===== src/rtl/mtf_token_encoder.sv =====
// ============================================================================
//  Module   : mtf_token_encoder
//  Purpose  : Encodes symbols as MTF hit/miss tokens and buffers them in a FWFT FIFO
//  Revision : 1.0 - initial release
// ============================================================================
`default_nettype none

module mtf_token_encoder #(
  parameter int WIDTH = 8,
  parameter int NUM   = 4,
  parameter int IDXW  = $clog2(NUM),
  parameter int DEPTH = 4,
  parameter int CNTW  = 16
) (
  input  logic                         clk_in,
  input  logic                         rst_in,
  input  logic [WIDTH-1:0]             data_in,
  input  logic                         data_valid_in,
  input  logic [NUM*WIDTH-1:0]         list_in,
  input  logic [NUM-1:0]               list_valid_in,
  output logic [WIDTH:0]               out,
  output logic                         out_valid,
  input  logic                         out_ready,
  output logic                         overflow,
  output logic [$clog2(DEPTH+1)-1:0]   level,
  output logic [CNTW-1:0]              hit_count,
  output logic [CNTW-1:0]              miss_count
);

  localparam int PTRW = $clog2(DEPTH);
  localparam int LVLW = $clog2(DEPTH+1);
  localparam logic [LVLW-1:0] c_full = LVLW'(DEPTH);

  logic [NUM-1:0]  w_match;
  logic            w_hit;
  logic [IDXW-1:0] w_idx;
  logic [WIDTH:0]  w_token;
  logic            w_pop;
  logic            w_push;
  logic            w_drop;

  logic [WIDTH:0]  r_mem [DEPTH];
  logic [PTRW-1:0] r_wptr;
  logic [PTRW-1:0] r_rptr;
  logic [LVLW-1:0] r_level;
  logic            r_overflow;
  logic [CNTW-1:0] r_hit_count;
  logic [CNTW-1:0] r_miss_count;

  // Scan from the oldest entry down so the most recent match is left standing.
  always_comb begin
    w_match = '0;
    w_hit   = 1'b0;
    w_idx   = '0;
    for (int i = NUM-1; i >= 0; i--) begin
      w_match[i] = list_valid_in[i] && (list_in[i*WIDTH +: WIDTH] == data_in);
      if (w_match[i]) begin
        w_hit = 1'b1;
        w_idx = IDXW'(i);
      end
    end
  end

  assign w_token = w_hit ? {1'b1, WIDTH'(w_idx)} : {1'b0, data_in};

  assign w_pop  = (r_level != '0) && out_ready;
  assign w_push = data_valid_in && ((r_level != c_full) || w_pop);
  assign w_drop = data_valid_in && (r_level == c_full) && !w_pop;

  always_ff @(posedge clk_in) begin
    if (rst_in) begin
      r_wptr       <= '0;
      r_rptr       <= '0;
      r_level      <= '0;
      r_overflow   <= 1'b0;
      r_hit_count  <= '0;
      r_miss_count <= '0;
    end else begin
      if (w_push) begin
        r_wptr <= r_wptr + 1'b1;
      end
      if (w_pop) begin
        r_rptr <= r_rptr + 1'b1;
      end
      case ({w_push, w_pop})
        2'b10:   r_level <= r_level + 1'b1;
        2'b01:   r_level <= r_level - 1'b1;
        default: r_level <= r_level;
      endcase
      if (w_drop) begin
        r_overflow <= 1'b1;
      end
      // Statistics see every valid symbol, dropped or not.
      if (data_valid_in) begin
        if (w_hit) begin
          if (r_hit_count != '1) r_hit_count <= r_hit_count + 1'b1;
        end else begin
          if (r_miss_count != '1) r_miss_count <= r_miss_count + 1'b1;
        end
      end
    end
  end

  // Storage needs no reset: the head is masked to zero whenever the FIFO is empty.
  always_ff @(posedge clk_in) begin
    if (!rst_in && w_push) begin
      r_mem[r_wptr] <= w_token;
    end
  end

  assign out_valid  = (r_level != '0);
  assign out        = out_valid ? r_mem[r_rptr] : '0;
  assign level      = r_level;
  assign overflow   = r_overflow;
  assign hit_count  = r_hit_count;
  assign miss_count = r_miss_count;

endmodule

`default_nettype wire


===== config.mk =====
export PLATFORM = sky130hd
export DESIGN_NAME = mtf_token_encoder
export DESIGN_NICKNAME = d
export VERILOG_FILES = /design/src/rtl/mtf_token_encoder.sv
export SDC_FILE = /design/constraint.sdc
export NUM_CORES = 1
export LEC_CHECK = 0
export BUFFER_PORTS_ARGS = -buffer_cell sky130_fd_sc_hd__buf_2
export CAP_MARGIN = 20
export CORE_ASPECT_RATIO = 1.5
export CORE_UTILIZATION = 48
export CTS_CLUSTER_DIAMETER = 100
export DETAILED_ROUTE_END_ITERATION = 8
export PLACE_DENSITY = 0.72
export SLEW_MARGIN = 5
export SYNTH_ARGS = -nofsm -noshare
export SYNTH_HDL_FRONTEND = slang
export SYNTH_SLANG_ARGS = --single-unit

===== constraint.sdc =====
create_clock -name clk_in -period 2.5 [get_ports clk_in]
set_input_delay 0.125 -clock clk_in [delete_from_list [all_inputs] [get_ports clk_in]]
set_output_delay 0.125 -clock clk_in [all_outputs]
set_load 0.01 [all_outputs]

* Yosys cells after proc, flatten, opt, wreduce, memory -nomap -nowiden
Memories as Yosys holds them, arrays and structs flattened. A register that Yosys moved wholly into a read port is not among the register bits.
Cells that the tools add are included.
** Storage, ports and cells
- Latch bits :: 0
- Bits in writable memories :: 36
- Bits in read-only memories :: 0
- Bits in registers :: 40
- Word-level logic and storage cells :: 55
- Memories kept :: 1
** Memory list
- r_mem :: depth 4, width 9, read ports 1, clocked after memory_dff 1, write ports 1, RTL line 42 : logic [WIDTH:0] r_mem [DEPTH];
** Operators by class
- Equal/unequal tests :: 10
- Divide/modulo/power cells :: 0
- Muxes and demuxes :: 15
- $add $sub $neg :: 6
- $lt $le $gt $ge :: 0
- Bitwise logic cells :: 1
- Shift-type cells :: 0
- $mul :: 0
- Reduce and logical (&&, ||, !) cells :: 16
** Operators by type and width (count)
- adder 16 x 1 -> 16 bit, second input constant :: 2
- == test 8 bit :: 4
- inequality test 16 bit, second input constant :: 2
- two-way mux 9 bit :: 2
- two-way mux 2 bit :: 6
- logical AND 1 bit :: 9
- two-way mux 1 bit :: 6
- one-hot mux 3 bit (2 select lines) :: 1
- AND reduction 3 bit :: 2
- adder 2 x 1 -> 2 bit, second input constant :: 2
- adder 3 x 1 -> 3 bit, second input constant :: 1
- == test 3 bit, second input constant :: 1
- inequality test 3 bit, second input constant :: 1
- nonzero test 3 bit :: 1
- subtractor 3 x 1 -> 3 bit, second input constant :: 1
- == test 2 x 1 -> 1 bit, second input constant :: 1
- == test 2 bit, second input constant :: 1
- logical NOT 1 bit :: 2
- nonzero test 2 bit :: 1
- logical OR 1 bit :: 1
- inverter 1 bit :: 1

* Depth between registers and ports, before layout
- Depth in word-level cells :: 8
- Depth in mapped cells :: 9
- Mapped depth without buffers :: 9

* Worst setup path after synthesis
Ideal clock, no wire load.
- Path kind :: register to register
- Start point :: reg r_level[2] (netlist: level[2])
- End point :: reg r_level[2] (netlist: level[2])
- Cell stages (with the launch flop) :: 10
- Clock period less this slack :: 2.213 ns
- Setup time :: 0.070 ns
- Data required time :: 2.430 ns
- Arrival :: 2.142 ns
- Path slack :: 0.287 ns
- Path through :: dfxtp_1 -> inv_1 -> nor4_1 -> nand2b_1 -> ha_1 -> inv_1 -> fa_1 -> xor2_1 -> or3_1 -> a21oi_1
** On the way
- Cells in the longest elaborated chain, start to end :: 6
- Elaborated cells on any way between the ends :: 11
- Those cells by class :: add/sub (2); eq/ne (3); mux (1); reduce/logical (5)
** Ends and longest elaborated chain
- start: declaration :: RTL line 45 : logic [LVLW-1:0] r_level;
- start signal: assignment :: RTL line 86 : 2'b10: r_level <= r_level + 1'b1;
- start signal: assignment :: RTL line 87 : 2'b01: r_level <= r_level - 1'b1;
- start signal: assignment :: RTL line 88 : default: r_level <= r_level;
- nonzero test 3 bit :: RTL line 66 : assign w_pop = (r_level != '0) && out_ready;
- logical AND 1 bit :: RTL line 66
- logical OR 1 bit :: RTL line 67 : assign w_push = data_valid_in && ((r_level != c_full) || w_pop);
- logical AND 1 bit :: RTL line 67
- == test 2 x 1 -> 1 bit or == test 2 bit (tied branches) :: RTL line 85 : case ({w_push, w_pop})
- one-hot mux 3 bit (2 select lines) or nonzero test 2 bit (tied branches)
Parallel ways exist; a longest one is shown, timed or not.
A chain may end at the register's enable or synchronous reset.

* Final worst setup path
Same ends and word-level chain as after synthesis.

==> impl_metrics.py <==
metrics = {
    "run_status": {
        "status": "completed",
    },
    "clocking": {
        "numClockSinks": 78,
        "tritoncts": "done",
        "cts_buffer_depth": 2,
        "holdBufCountCts": 0,
        "numCtsBuffers": 9,
        "root_buffer": "clkbuf_16",
        "cts_setup_buffers": 0,
        "htreeDepth": 3,
        "clkTransAtPathRegs_ps": 60,
        "cts_resized": 0,
        "insertion_delay_ps": 330,
    },
    "synthesis": {
        "synthesis.nets": 443,
        "syn_inst": 387,
        "async_reset_ff_frac": 0,
        "syn_area_per_cell_um2": 10.53,
        "synth_area_leaders": "edfxtp_1 27%, dfxtp_1 21%, mux4_2 5.0%",
        "yosysTopAreaCell": "edfxtp_1",
        "synth-seq-cells": 78,
        "synth_cell_types": 39,
        "seq_area_frac_synth": 0.4716,
        "ys_warn_count": 0,
        "synth_ff_type": "dfxtp_1",
        "netlist_area_um2": 4075,
        "yosysTopAreaCellShare": 0.2653,
        "synth_edf_count": 36,
    },
    "route": {
        "via_per_inst": 5.539,
        "drt-wirelength-per-cell_um": 15.52,
        "num_vias": 3229,
        "dr.pass1.iters": 4,
        "ant_nets": 0,
        "initialDrtViolationCount": 172,
        "wl_um": 9049,
        "drcViolationCount": 0,
    },
    "global_routing": {
        "grt_pass1_vias": 3051,
        "grt_overflow_total": 0,
        "antenna_found_initial": 0,
        "grt_max_degree": 58,
        "grt_pass1_wl_um": 14550,
        "grtUsageTotal": 0.2138,
    },
    "worst_setup_path": {
        "r2r_end": "level[2]$_SDFFE_PP0P_",
        "critical_path_class": "reg2reg",
        "path_max_fanout": 4,
        "cp-start-kind": "flop",
        "cp_data_required_time_ps": 2760,
        "critical_path_arrival_ps": 2520,
        "worst_r2r_path_depth": 9,
        "r2r-start": "level[2]$_SDFFE_PP0P_",
        "end_kind": "flop",
        "r2r_setup_slack_ps": 240,
        "critPathLaunch": "level[2]$_SDFFE_PP0P_",
        "crit_end": "level[2]$_SDFFE_PP0P_",
    },
    "sta": {
        "timing.fmax_ghz": 0.4423,
        "fin_skew_ps": 3.272,
        "fin_crit_ps": 2261,
        "slew_violations": 0,
        "fin_crit_sh": 0.9044,
        "tightest_slew_ps": 616.6,
        "holdWs_ps": 66.48,
        "rsz0062_at_grt": "false",
        "slew_headroom": 0.5883,
        "fin_tns_setup_ps": 0,
        "hold_violations": 0,
        "finalSetupViolations": 0,
    },
    "layout": {
        "diodes": 0,
        "fillers": 723,
        "final_cells": 583,
        "most-common-layout-cells": "93 x buf_2, 42 x dfxtp_1, 36 x edfxtp_1, 30 x nor2_1, 23 x and2_1",
        "synthToLayoutAreaGrowth_pct": 19.31,
        "layout_commonest_cell": "buf_2",
        "drive_above_1_share": 0.2929,
        "final_nets": 529,
        "fin_area_um2": 4862,
    },
    "floorplanning": {
        "rows": 40,
        "die_y_um": 114.9,
        "start_util": 0.5026,
        "die_x_um": 77.23,
        "dieArea_um2": 8870,
        "io_pins": 94,
        "core_area_um2": 8108,
    },
    "placement": {
        "dp_hpwl_um": 6514,
        "placedInstanceArea_um2": 4602,
        "dp.cells": 567,
        "gp_congestion": 0.8057,
        "io_buffers": 93,
    },
    "power": {
        "p_leak_uw": 0.001912,
        "power.total_uw": 3355,
        "powerDensity_nw_per_um2": 690.0,
        "irDropWorstVdd_v": 0.0003825,
    },
    "job": {
        "maxCapViolCount": 0,
    },
    "hold_path": {
        "hp-class": "in2reg",
    },
}
-- worst max-delay path: stages, from the launching register on --
cell      delay, ps
dfxtp_1         350
inv_1            70
nor4_1          350
nand2b_1        190
ha_1            210
inv_1            60
fa_1            370
xor2_1          150
or3_1           310
a21oi_1         140
-- layout make-up --
type / instances / area [um^2] / area share
Sequential cell: 78 / 1922 / 0.3953
Inverter: 10 / 37.54 / 0.007720
Tap cell: 105 / 131.4 / 0.02702
Timing Repair Buffer: 102 / 533.0 / 0.1096
Clock buffer: 11 / 232.7 / 0.04786
Clock inverter: 5 / 27.53 / 0.005661
Multi-Input combinational cell: 272 / 1978 / 0.4068
-- layer usage --
metal  up-vias  part of all wire  GRT usage
li1       1572                 -          -
met1      1551              0.40     0.2391
met2        96              0.53     0.3929
met3        10             0.049    0.04524
met4         0             0.016    0.08553
met5         -                 0          0
-- where the power goes --
part / internal [uW] / switching, uW / total, uW
Sequential: 1410 / 78.4 / 1490
Clock: 665 / 486 / 1150
Combinational: 355 / 363 / 718
Total: 2430 / 927 / 3350
-- worst min path at each step --
stage / slack (ps) / start / to / depth (start not counted)
floorplan: 370 / out_ready / overflow$_SDFFE_PP0P_ / 3
global placement: 390 / data_valid_in / overflow$_SDFFE_PP0P_ / 3
detailed placement: 410 / data_valid_in / overflow$_SDFFE_PP0P_ / 3
CTS: 60 / data_valid_in / overflow$_SDFFE_PP0P_ / 3
global route: 80 / data_valid_in / overflow$_SDFFE_PP0P_ / 3
finish: 70 / data_valid_in / overflow$_SDFFE_PP0P_ / 3
-- cells by family after synthesis --
family,share of synthesized area
mux,0.09579
simple gates,0.2281
compound gates,0.05558
buf+inv,0.04298
fa+ha+maj,0.02640
flops,0.4716
xor+xnor,0.07952
-- per-stage QoR --
step                worst slack (ps)  utilization
finish                         239.0       0.5997
global route                   97.11       0.5997
CTS                            233.8       0.5997
detailed placement             212.0       0.5676
global placement               253.8       0.5676
floorplan                      287.5            -
-- Yosys cell counts, drive strengths merged, types with 14 or more instances --
master,count
nand4,14
nor2b,14
and2,23
edfxtp,36
nor2,30
a21oi,18
dfxtp,42
buf,15
mux2,14
xor2,17
xnor2,20
nand3,18
-- flip-flops by register name (all words and copies together) (netlist names), named ones only --
name / flops
hit_count: 16
r_wptr: 2
miss_count: 16
overflow: 1
r_mem: 36
level: 3
r_rptr: 2
Note: power is estimated with default switching activity, not from simulation.
